--- config.mk ---
export PLATFORM = sky130hd
export DESIGN_NAME = serial_adder
export DESIGN_NICKNAME = d
export VERILOG_FILES = /design/src/rtl/serial_adder_pkg.sv /design/src/rtl/serial_adder_fa_cell.sv /design/src/rtl/serial_adder.sv
export SDC_FILE = /design/constraint.sdc
export NUM_CORES = 1
export LEC_CHECK = 0
export CORE_ASPECT_RATIO = 1.2
export CORE_UTILIZATION = 55
export CTS_BUF_LIST = sky130_fd_sc_hd__clkbuf_8 sky130_fd_sc_hd__clkbuf_16
export DETAILED_ROUTE_END_ITERATION = 10
export PLACE_DENSITY = 0.81
export SKIP_LAST_GASP = 1
export SYNTH_ARGS = -nofsm -noshare
export SYNTH_HDL_FRONTEND = slang
export SYNTH_SLANG_ARGS = --single-unit
--- constraint.sdc ---
create_clock -name clk -period 2 [get_ports clk]
set_input_delay 0.4 -clock clk [delete_from_list [all_inputs] [get_ports clk]]
set_output_delay 0.4 -clock clk [all_outputs]
set_load 0.01 [all_outputs]
--- src/rtl/serial_adder_pkg.sv ---
// Shared types and defaults for the bit-serial adder.
package serial_adder_pkg;

  // Controller states: wait for start, add one bit per cycle, present result.
  typedef enum logic [1:0] {
    ST_IDLE  = 2'd0,
    ST_SHIFT = 2'd1,
    ST_DONE  = 2'd2
  } state_e;

  // Default operand/sum width.
  localparam int unsigned DEFAULT_WIDTH = 8;

endpackage

--- src/rtl/serial_adder_fa_cell.sv ---
// Combinational one-bit full adder used for each serial addition step.
module fa_cell (
  input  logic a,
  input  logic b,
  input  logic cin,
  output logic sum,
  output logic cout
);

  // Sum is the parity of the inputs; carry is their majority.
  always_comb begin
    sum  = a ^ b ^ cin;
    cout = (a & b) | (a & cin) | (b & cin);
  end

endmodule

--- src/rtl/serial_adder.sv ---
// Bit-serial adder: adds two WIDTH-bit operands plus carry-in, LSB first,
// one bit per cycle, and registers the result when the last bit is done.
module serial_adder
  import serial_adder_pkg::*;
#(
  parameter int unsigned WIDTH = DEFAULT_WIDTH
) (
  input  logic             clk,
  input  logic             rst,
  input  logic             start,
  input  logic [WIDTH-1:0] a,
  input  logic [WIDTH-1:0] b,
  input  logic             cin,
  output logic             busy,
  output logic             done,
  output logic [WIDTH-1:0] sum,
  output logic             cout
);

  localparam int unsigned CW = $clog2(WIDTH) + 1;
  localparam logic [CW-1:0] CNT_LAST = CW'(WIDTH - 1);

  state_e           state_q, state_d;
  logic [CW-1:0]    cnt_q, cnt_d;
  logic [WIDTH-1:0] a_sh_q, a_sh_d;
  logic [WIDTH-1:0] b_sh_q, b_sh_d;
  logic [WIDTH-1:0] res_q, res_d;
  logic [WIDTH-1:0] sum_q, sum_d;
  logic             carry_q, carry_d;
  logic             cout_q, cout_d;
  logic             fa_s, fa_co;

  fa_cell u_fa (
    .a    (a_sh_q[0]),
    .b    (b_sh_q[0]),
    .cin  (carry_q),
    .sum  (fa_s),
    .cout (fa_co)
  );

  // Next-state and datapath control; result registers only move on the final step.
  always_comb begin
    state_d = state_q;
    cnt_d   = cnt_q;
    a_sh_d  = a_sh_q;
    b_sh_d  = b_sh_q;
    res_d   = res_q;
    sum_d   = sum_q;
    carry_d = carry_q;
    cout_d  = cout_q;
    unique case (state_q)
      ST_IDLE: begin
        if (start) begin
          state_d = ST_SHIFT;
          a_sh_d  = a;
          b_sh_d  = b;
          carry_d = cin;
          cnt_d   = '0;
        end
      end
      ST_SHIFT: begin
        res_d   = {fa_s, res_q[WIDTH-1:1]};
        carry_d = fa_co;
        a_sh_d  = a_sh_q >> 1;
        b_sh_d  = b_sh_q >> 1;
        cnt_d   = cnt_q + CW'(1);
        if (cnt_q == CNT_LAST) begin
          state_d = ST_DONE;
          sum_d   = res_d;
          cout_d  = fa_co;
        end
      end
      ST_DONE: begin
        state_d = ST_IDLE;
      end
      default: begin
        state_d = ST_IDLE;
      end
    endcase
  end

  // State and datapath registers with synchronous reset.
  always_ff @(posedge clk) begin
    if (rst) begin
      state_q <= ST_IDLE;
      cnt_q   <= '0;
      a_sh_q  <= '0;
      b_sh_q  <= '0;
      res_q   <= '0;
      sum_q   <= '0;
      carry_q <= 1'b0;
      cout_q  <= 1'b0;
    end else begin
      state_q <= state_d;
      cnt_q   <= cnt_d;
      a_sh_q  <= a_sh_d;
      b_sh_q  <= b_sh_d;
      res_q   <= res_d;
      sum_q   <= sum_d;
      carry_q <= carry_d;
      cout_q  <= cout_d;
    end
  end

  // Status flags decode directly from the registered state.
  always_comb begin
    busy = (state_q == ST_SHIFT);
    done = (state_q == ST_DONE);
    sum  = sum_q;
    cout = cout_q;
  end

endmodule

==> qor.yml, run 1 <==
min_path:
  min_path_type: "flip-flop to flip-flop"
drt:
  viasPerCell: 5.59
  drc_errors: 0
  wirelength_um: 3250
  vias: 1392
  drt_iter0_drc: 39
  dr.pass1.iters: 4
  ant_nets: 0
  post_drt_wl_per_cell_um: 13.1
grt:
  antenna_found_initial: 0
  grt_overflow: 0
  track_usage_pct: 23.0
  first_global_vias: 1341
  grt_start_max_net_pins: 49
  grt_pass1_wl_um: 5680
worst_setup_path:
  critPathSlowestCell: "clkdlybuf4s50_1"
  ff2ff_setup_slack_ns: 0.45
  crit_arrival_ns: 1.48
  cpPeakStageDelay_ns: 0.48
  cp_max_fo: 9
  start_kind: "flip-flop"
  end_kind: "primary output"
  critical_path_class: "flip-flop to primary output"
  critical_path.cell_chain: "nand2b_4 -> clkinv_1 -> clkdlybuf4s50_1"
  cp.required_ns: 1.60
yosys:
  yosysWarnings: 0
  synth_top_cell_by_area: "dfxtp_1"
  ys_top_cells_by_count: "dfxtp_1 (39), nor2_1 (27), nand2_1 (19), nand2b_1 (19), a211oi_1 (16)"
  synthFlopType: "dfxtp_1"
  syn-instance-count: 187
  synth_nets: 209
  synth_area_per_cell_um2: 9.02
  ys_ff_latch: 39
  yosysMostFrequentCell: "dfxtp_1"
  synth-edff-count: 0
  async_flop_share_pct: 0
  synth.cell_area_mm2: 0.00169
  yosysSeqAreaShare_pct: 46.3
  synth.area.top_cells: "dfxtp_1 (46%), a211oi_1 (7.1%), nand2b_1 (7.0%)"
  synth_top_area_share_pct: 46.3
  synth.distinct_cells: 28
sta:
  fin_crit_sh_pct: 93.8
  relSlewSlack_pct: 71.4
  finClkSkew_ns: 0.00349
  worst_pin_slew_ns: 0.429
  fin_setup_tns_ns: 0
  hold_ws_ns: 0.472
  final_max_slew_viol_count: 0
  setup_viol: 0
  min_period_ns: 1.88
  max_freq_mhz: 533
  rsz0062_at_grt: "false"
  hold_viol: 0
layout:
  drive_gt1_share_pct: 8.37
  final_nets: 236
  nFillCells: 216
  area_growth_pct: 24.9
  instances_no_fill: 249
  antenna_cells: 0
clock_tree:
  ctsRootBufferMaster: "clkbuf_8"
  cts.sinks: 39
  htreeDepth: 2
  cts_tree: "built"
  max-clock-path-buffers: 2
  clk_pin_slew_ns: 0.07
  cts-buffers-inserted: 5
  clk_latency_ns: 0.29
power:
  power_leakage_nw: 0.739
  p_total_mw: 1.69
  peakVddDrop_uv: 698
  power_density_mw_per_mm2: 802
placement:
  post-dp-hpwl_um: 2350
  portBuffers: 30
  placedCellCount: 241
  gp_congestion: 0.743
die:
  initial_core_util_pct: 58.9
  die_h_um: 62.7
  coreArea_mm2: 0.00286
  fp.dieW_um: 52.6
  ios: 31
  fp.dieArea_mm2: 0.00329
  rows: 21
outcome:
  status: "finished clean"
run:
  cap_violations: 0
## what timing repair did
action	in CTS	in global routing
gates resized for setup	0	2
endpoints found under the hold margin	0	0
setup buffers	0	0
hold buffers	0	0
endpoints found under the setup margin	0	2
## metrics by stage
step           utilization, %  setup WS [ns]  cell area [µm²]
3_3_place_gp             69.4          0.302             1990
5_1_grt                  73.6         0.0439             2110
4_1_cts                  73.5       0.000172             2100
3_5_place_dp             69.4          0.264             1990
2_1_floorplan               -          0.652             1690
6_report                 73.6          0.124             2110
## logic make-up (layout without fill, tap and decap cells)
| kind of cell | Yosys count | after routing | share of synthesized area, % |
|---|---|---|---|
| mux | 9 | 9 | 5.34 |
| flops | 39 | 39 | 46.3 |
| fa+ha+maj | 2 | 2 | 1.93 |
| simple gates | 73 | 73 | 21.0 |
| compound gates | 46 | 46 | 19.3 |
| buf+inv | 18 | 46 | 6.16 |
## metal layers
| metal | GRT usage, % | part of all wire (%) | up-vias | wire length, µm |
|---|---|---|---|---|
| li1 | - | - | 702 | - |
| met1 | 25.7 | 42 | 646 | 1350 |
| met2 | 40.0 | 52 | 38 | 1710 |
| met3 | 6.57 | 4.6 | 6 | 149 |
| met4 | 8.22 | 1.4 | 0 | 44 |
| met5 | 0 | 0 | - | 0 |
## worst max-delay path: cells and delay by family, from the launching register on
kind | cells | cell delay [ns]
buffers and inverters | 2 | 0.57
flip-flops | 1 | 0.42
AND/OR/NAND/NOR | 1 | 0.21
## report_power, final
group / internal (mW) / total [mW] / switching (mW)
Clock: 0.403 / 0.668 / 0.265
Combinational: 0.0970 / 0.184 / 0.0869
Sequential: 0.813 / 0.838 / 0.0248
Total: 1.31 / 1.69 / 0.377
## placed cells by master (no fill, tap or decap), drive strengths merged
| cell | count |
|---|---|
| dfxtp | 39 |
| clkdlybuf4s50 | 30 |
| nor2 | 28 |
| nand2b | 20 |
| nand2 | 19 |
| a211oi | 16 |
| mux2i | 9 |
| o22ai | 9 |
| a21oi | 8 |
| o2bb2ai | 6 |
| clkbuf | 6 |
| buf | 5 |
| a22oi | 3 |
| inv | 2 |
| nand3 | 2 |
| clkinv | 2 |
| nand4b | 1 |
| o21ba | 1 |
| o32a | 1 |
| o21bai | 1 |
| nor3b | 1 |
| nor3 | 1 |
| or3 | 1 |
| a31oi | 1 |
| fa | 1 |
| ha | 1 |
| bufinv | 1 |
## worst paths after layout
path	end	start	cells past startpoint
worst max-delay path	busy	state_q[1]	3
worst min-delay path	res_q[1]	res_q[1]	2
worst max register to register	cout	cnt_q[0]	4
worst min register to register	res_q[1]	res_q[1]	2
## area by class of cell
type	count	area, µm²	area share, %
clock buffers	6	82.6	3.92
clock inverters	2	35.0	1.66
inverters	3	11.3	0.534
multi-input cells	130	802	38.1
flip-flops and latches	39	783	37.2
well taps	34	42.5	2.02
repair buffers	35	350	16.6
## flip-flops by register name (all words and copies together) (netlist names)
name / count
cnt_q: 4
sum: 8
res_q: 7
b_sh_q: 8
state_q: 2
carry_q: 1
cout: 1
a_sh_q: 8
Power figures use the tool's default switching activity.
==> inputs of run 2 (changes only) <==
--- a/config.mk
+++ b/config.mk
@@ -5,12 +5,12 @@
 export SDC_FILE = /design/constraint.sdc
 export NUM_CORES = 1
 export LEC_CHECK = 0
+export ABC_AREA = 1
 export CORE_ASPECT_RATIO = 1.2
 export CORE_UTILIZATION = 55
 export CTS_BUF_LIST = sky130_fd_sc_hd__clkbuf_8 sky130_fd_sc_hd__clkbuf_16
 export DETAILED_ROUTE_END_ITERATION = 10
 export PLACE_DENSITY = 0.81
-export SKIP_LAST_GASP = 1
 export SYNTH_ARGS = -nofsm -noshare
 export SYNTH_HDL_FRONTEND = slang
 export SYNTH_SLANG_ARGS = --single-unit
==> qor.yml, run 2 <==
drt:
  viasPerCell: 4.98  # was 5.59
  wirelength_um: 3440  # was 3250 µm
  wl_met1_um: 1490  # was 1350 µm
  wl_met2_um: 1780  # was 1710 µm
  wl_met3_um: 116  # was 149 µm
  vias: 1570  # was 1,392
  ant_nets: 0  # unchanged
  dr.max_layer_used: "met4"  # unchanged
  dr.pass1.iters: 4  # unchanged
  drt_iter0_drc: 28  # was 39
  post_drt_wl_per_cell_um: 10.9  # was 13.1 µm
  drc_errors: 0  # unchanged
layout:
  regArea_um2: 781  # was 783 µm²
  layout_common_cells: "nand2_1 (60), nor2_1 (52), dfxtp_1 (39)"  # was dfxtp_1 (37), clkdlybuf4s50_1 (30), nor2_1 (27)
  area_growth_pct: 25.1  # was 24.9%
  antenna_cells: 0  # unchanged
  final_area_mm2: 0.00212  # was 0.00211 mm²
  final_common_cell: "nand2_1"  # was dfxtp_1
  drive_gt1_share_pct: 5.34  # was 8.37%
  nFillCells: 253  # was 216
  multi_input_area_um2: 751  # was 802 µm²
  final_nets: 303  # was 236
grt:
  first_global_vias: 1571  # was 1,341
  grt_pass1_wl_um: 6330  # was 5680 µm
  antenna_found_initial: 0  # unchanged
  grt_overflow: 0  # unchanged
  track_usage_pct: 25.2  # was 23.0%
  grt_start_max_net_pins: 30  # was 49
clock_tree:
  clk_latency_ns: 0.28  # was 0.29 ns
  post-cts-setup-buffers: 0  # unchanged
  htreeDepth: 2  # unchanged
  cts-resized-gates: 0  # unchanged
  clk_pin_slew_ns: 0.07  # about the same
  ctsRootBufferMaster: "clkbuf_8"  # unchanged
  cts-buffers-inserted: 5  # unchanged
  cts.sinks: 39  # unchanged
  max-clock-path-buffers: 2  # unchanged
  hold_buffers: 0  # unchanged
  cts_tree: "built"  # unchanged
die:
  rows: 21  # unchanged
  fp.dieArea_mm2: 0.00331  # was 0.00329 mm²
  ios: 31  # unchanged
  initial_core_util_pct: 59.3  # was 58.9%
  fp.dieW_um: 52.7  # was 52.6 µm
  die_h_um: 62.9  # was 62.7 µm
  coreArea_mm2: 0.00286  # unchanged
placement:
  gp_congestion: 0.763  # was 0.743
  dpl_cell_area_mm2: 0.00204  # was 0.00199 mm²
  portBuffers: 30  # unchanged
  place_ws_ns: 0.222  # was 0.264 ns
  post-dp-hpwl_um: 2340  # was 2350 µm
yosys:
  synth.area.top_cells: "dfxtp_1 (46%), nand2_1 (13%), nor2_1 (11%)"  # was dfxtp_1 (46%), a211oi_1 (7.1%), nand2b_1 (7.0%)
  synth.distinct_cells: 16  # was 28
  synth_nets: 272  # was 209
  synth_area_per_cell_um2: 6.79  # was 9.02 µm²
  ys_top_cells_by_count: "nand2_1 (60), nor2_1 (52), dfxtp_1 (39)"  # was dfxtp_1 (39), nor2_1 (27), nand2_1 (19), nand2b_1 (19), a211oi_1 (16)
  synth_top_area_share_pct: 46.0  # was 46.3%
  async_flop_share_pct: 0  # unchanged
  synthFlopType: "dfxtp_1"  # unchanged
  yosysSeqAreaShare_pct: 46.0  # was 46.3%
  yosysMostFrequentCell: "nand2_1"  # was dfxtp_1
  synth_top_cell_by_area: "dfxtp_1"  # unchanged
  synth.cell_area_mm2: 0.00170  # was 0.00169 mm²
  synth-edff-count: 0  # unchanged
  yosysWarnings: 0  # unchanged
  ys_ff_latch: 39  # unchanged
  syn-instance-count: 250  # was 187
sta:
  rsz0062_at_grt: "false"  # unchanged
  final_max_slew_viol_count: 0  # unchanged
  finClkSkew_ns: 0.00157  # was 0.00349 ns
  relSlewSlack_pct: 73.3  # was 71.4%
  min_period_ns: 1.80  # was 1.88 ns
  fin_setup_tns_ns: 0  # unchanged
  worst_pin_slew_ns: 0.400  # was 0.429 ns
  max_freq_mhz: 556  # was 533 MHz
  final.setup.worst_slack_ns: 0.201  # was 0.124 ns
  fin_crit_sh_pct: 89.9  # was 93.8%
  setup_viol: 0  # unchanged
  hold_viol: 0  # unchanged
power:
  power_frac_seq_pct: 53.2  # was 49.6%
  p_total_mw: 1.57  # was 1.69 mW
  switching_power_uw: 389  # was 377 µW
  p_sw_share_pct: 24.8  # was 22.3%
  power_density_mw_per_mm2: 738  # was 802 mW/mm²
  peakVddDrop_uv: 689  # was 698 µV
  p_int_mw: 1.18  # was 1.31 mW
  power_frac_clock_pct: 33.2  # was 39.5%
  power_leakage_nw: 0.961  # was 0.739 nW
  combinationalPowerShare_pct: 13.5  # was 10.9%
outcome:
  status: "finished clean"  # unchanged
worst_setup_path:
  cp_max_fo: 3  # was 9
  reg2reg_to: "sum[5]"  # was cout
  cp.required_ns: 1.60  # about the same
  end_kind: "primary output"  # unchanged
  crit-reg2reg-launch: "state_q[0]"  # was cnt_q[0]
  ff2ff_path_depth: 7  # was 4
  critical_path_class: "flip-flop to primary output"  # unchanged
  crit_start: "state_q[1]"  # unchanged
  crit_arrival_ns: 1.40  # was 1.48 ns
  start_kind: "flip-flop"  # unchanged
  crit_end: "done"  # was busy
  ff2ff_setup_slack_ns: 0.53  # was 0.45 ns
min_path:
  hp-start: "res_q[6]"  # was res_q[1]
  min_path_type: "flip-flop to flip-flop"  # unchanged
run:
  cap_violations: 0  # unchanged
[run 2: cell count changes in the layout (fill, tap and decap cells not counted), sizes merged, moves of 2 or more]
cell	delta
nand3b	+2
inv	+26
a21oi	+3
o22ai	-9
nand2b	-20
mux2i	-9
o21ai	+9
nand3	+30
a22oi	-3
a211oi	-16
nor2	+25
nand2	+42
o2bb2ai	-6
[run 2: metal layers]
layer | vias up | global-route usage (%)
li1 | 835 | -
met2 | 36 | 47.3
met1 | 693 | 25.2
met3 | 6 | 6.81
met4 | 0 | 8.55
met5 | - | 0
[run 2: kinds of logic after synthesis]
logic type / count (synthesis) / synth area share [%]
buffers and inverters: 40 / 9.80
adder cells (fa/ha/maj): 2 / 1.92
AND/OR/NAND/NOR: 148 / 35.8
AO/OA/AOI/OAI: 21 / 6.48
flip-flops: 39 / 46.0
[run 2: final cells by class]
cell class / count / share of cell area, %
clock inverters: 1 / 0.236
well taps: 34 / 2.00
flip-flops and latches: 39 / 36.7
clock buffers: 6 / 3.89
inverters: 28 / 4.95
multi-input cells: 171 / 35.3
repair buffers: 36 / 16.8
[run 2: worst min-delay path by stage]
| stage | end | slack, ns | cells past startpoint |
|---|---|---|---|
| final | res_q[6] | 0.45 | 2 |
| after global routing | res_q[5] | 0.48 | 2 |
| after CTS | res_q[6] | 0.45 | 2 |
| after detailed placement | res_q[6] | 0.44 | 2 |
| after global placement | res_q[5] | 0.43 | 2 |
| after floorplan | res_q[7] | 0.43 | 2 |
[run 2: per-stage QoR]
stage / utilization, % / instances / hold WS [ns]
3_5_place_dp: 71.1 / 308 / 0.440
6_report: 74.2 / 315 / 0.449
4_1_cts: 74.2 / 315 / 0.451
5_1_grt: 74.2 / 315 / 0.475
3_3_place_gp: 71.1 / 308 / 0.435
2_1_floorplan: - / 250 / 0.427
[run 2: critical path, cell delays in order, from the launching register on]
cell             delay (ns)
dfxtp_1                0.38
inv_1                  0.09
nor2_1                 0.11
clkdlybuf4s50_1        0.54
[run 2: power by group through the flow]
stage / Clock, mW / Sequential, mW / Combinational (mW)
2_1_floorplan: 0 / 0.847 / 0.138
4_1_cts: 0.537 / 0.835 / 0.213
3_5_place_dp: 0 / 0.852 / 0.212
5_1_grt: 0.563 / 0.839 / 0.242
6_report: 0.522 / 0.835 / 0.212
3_3_place_gp: 0 / 0.851 / 0.208
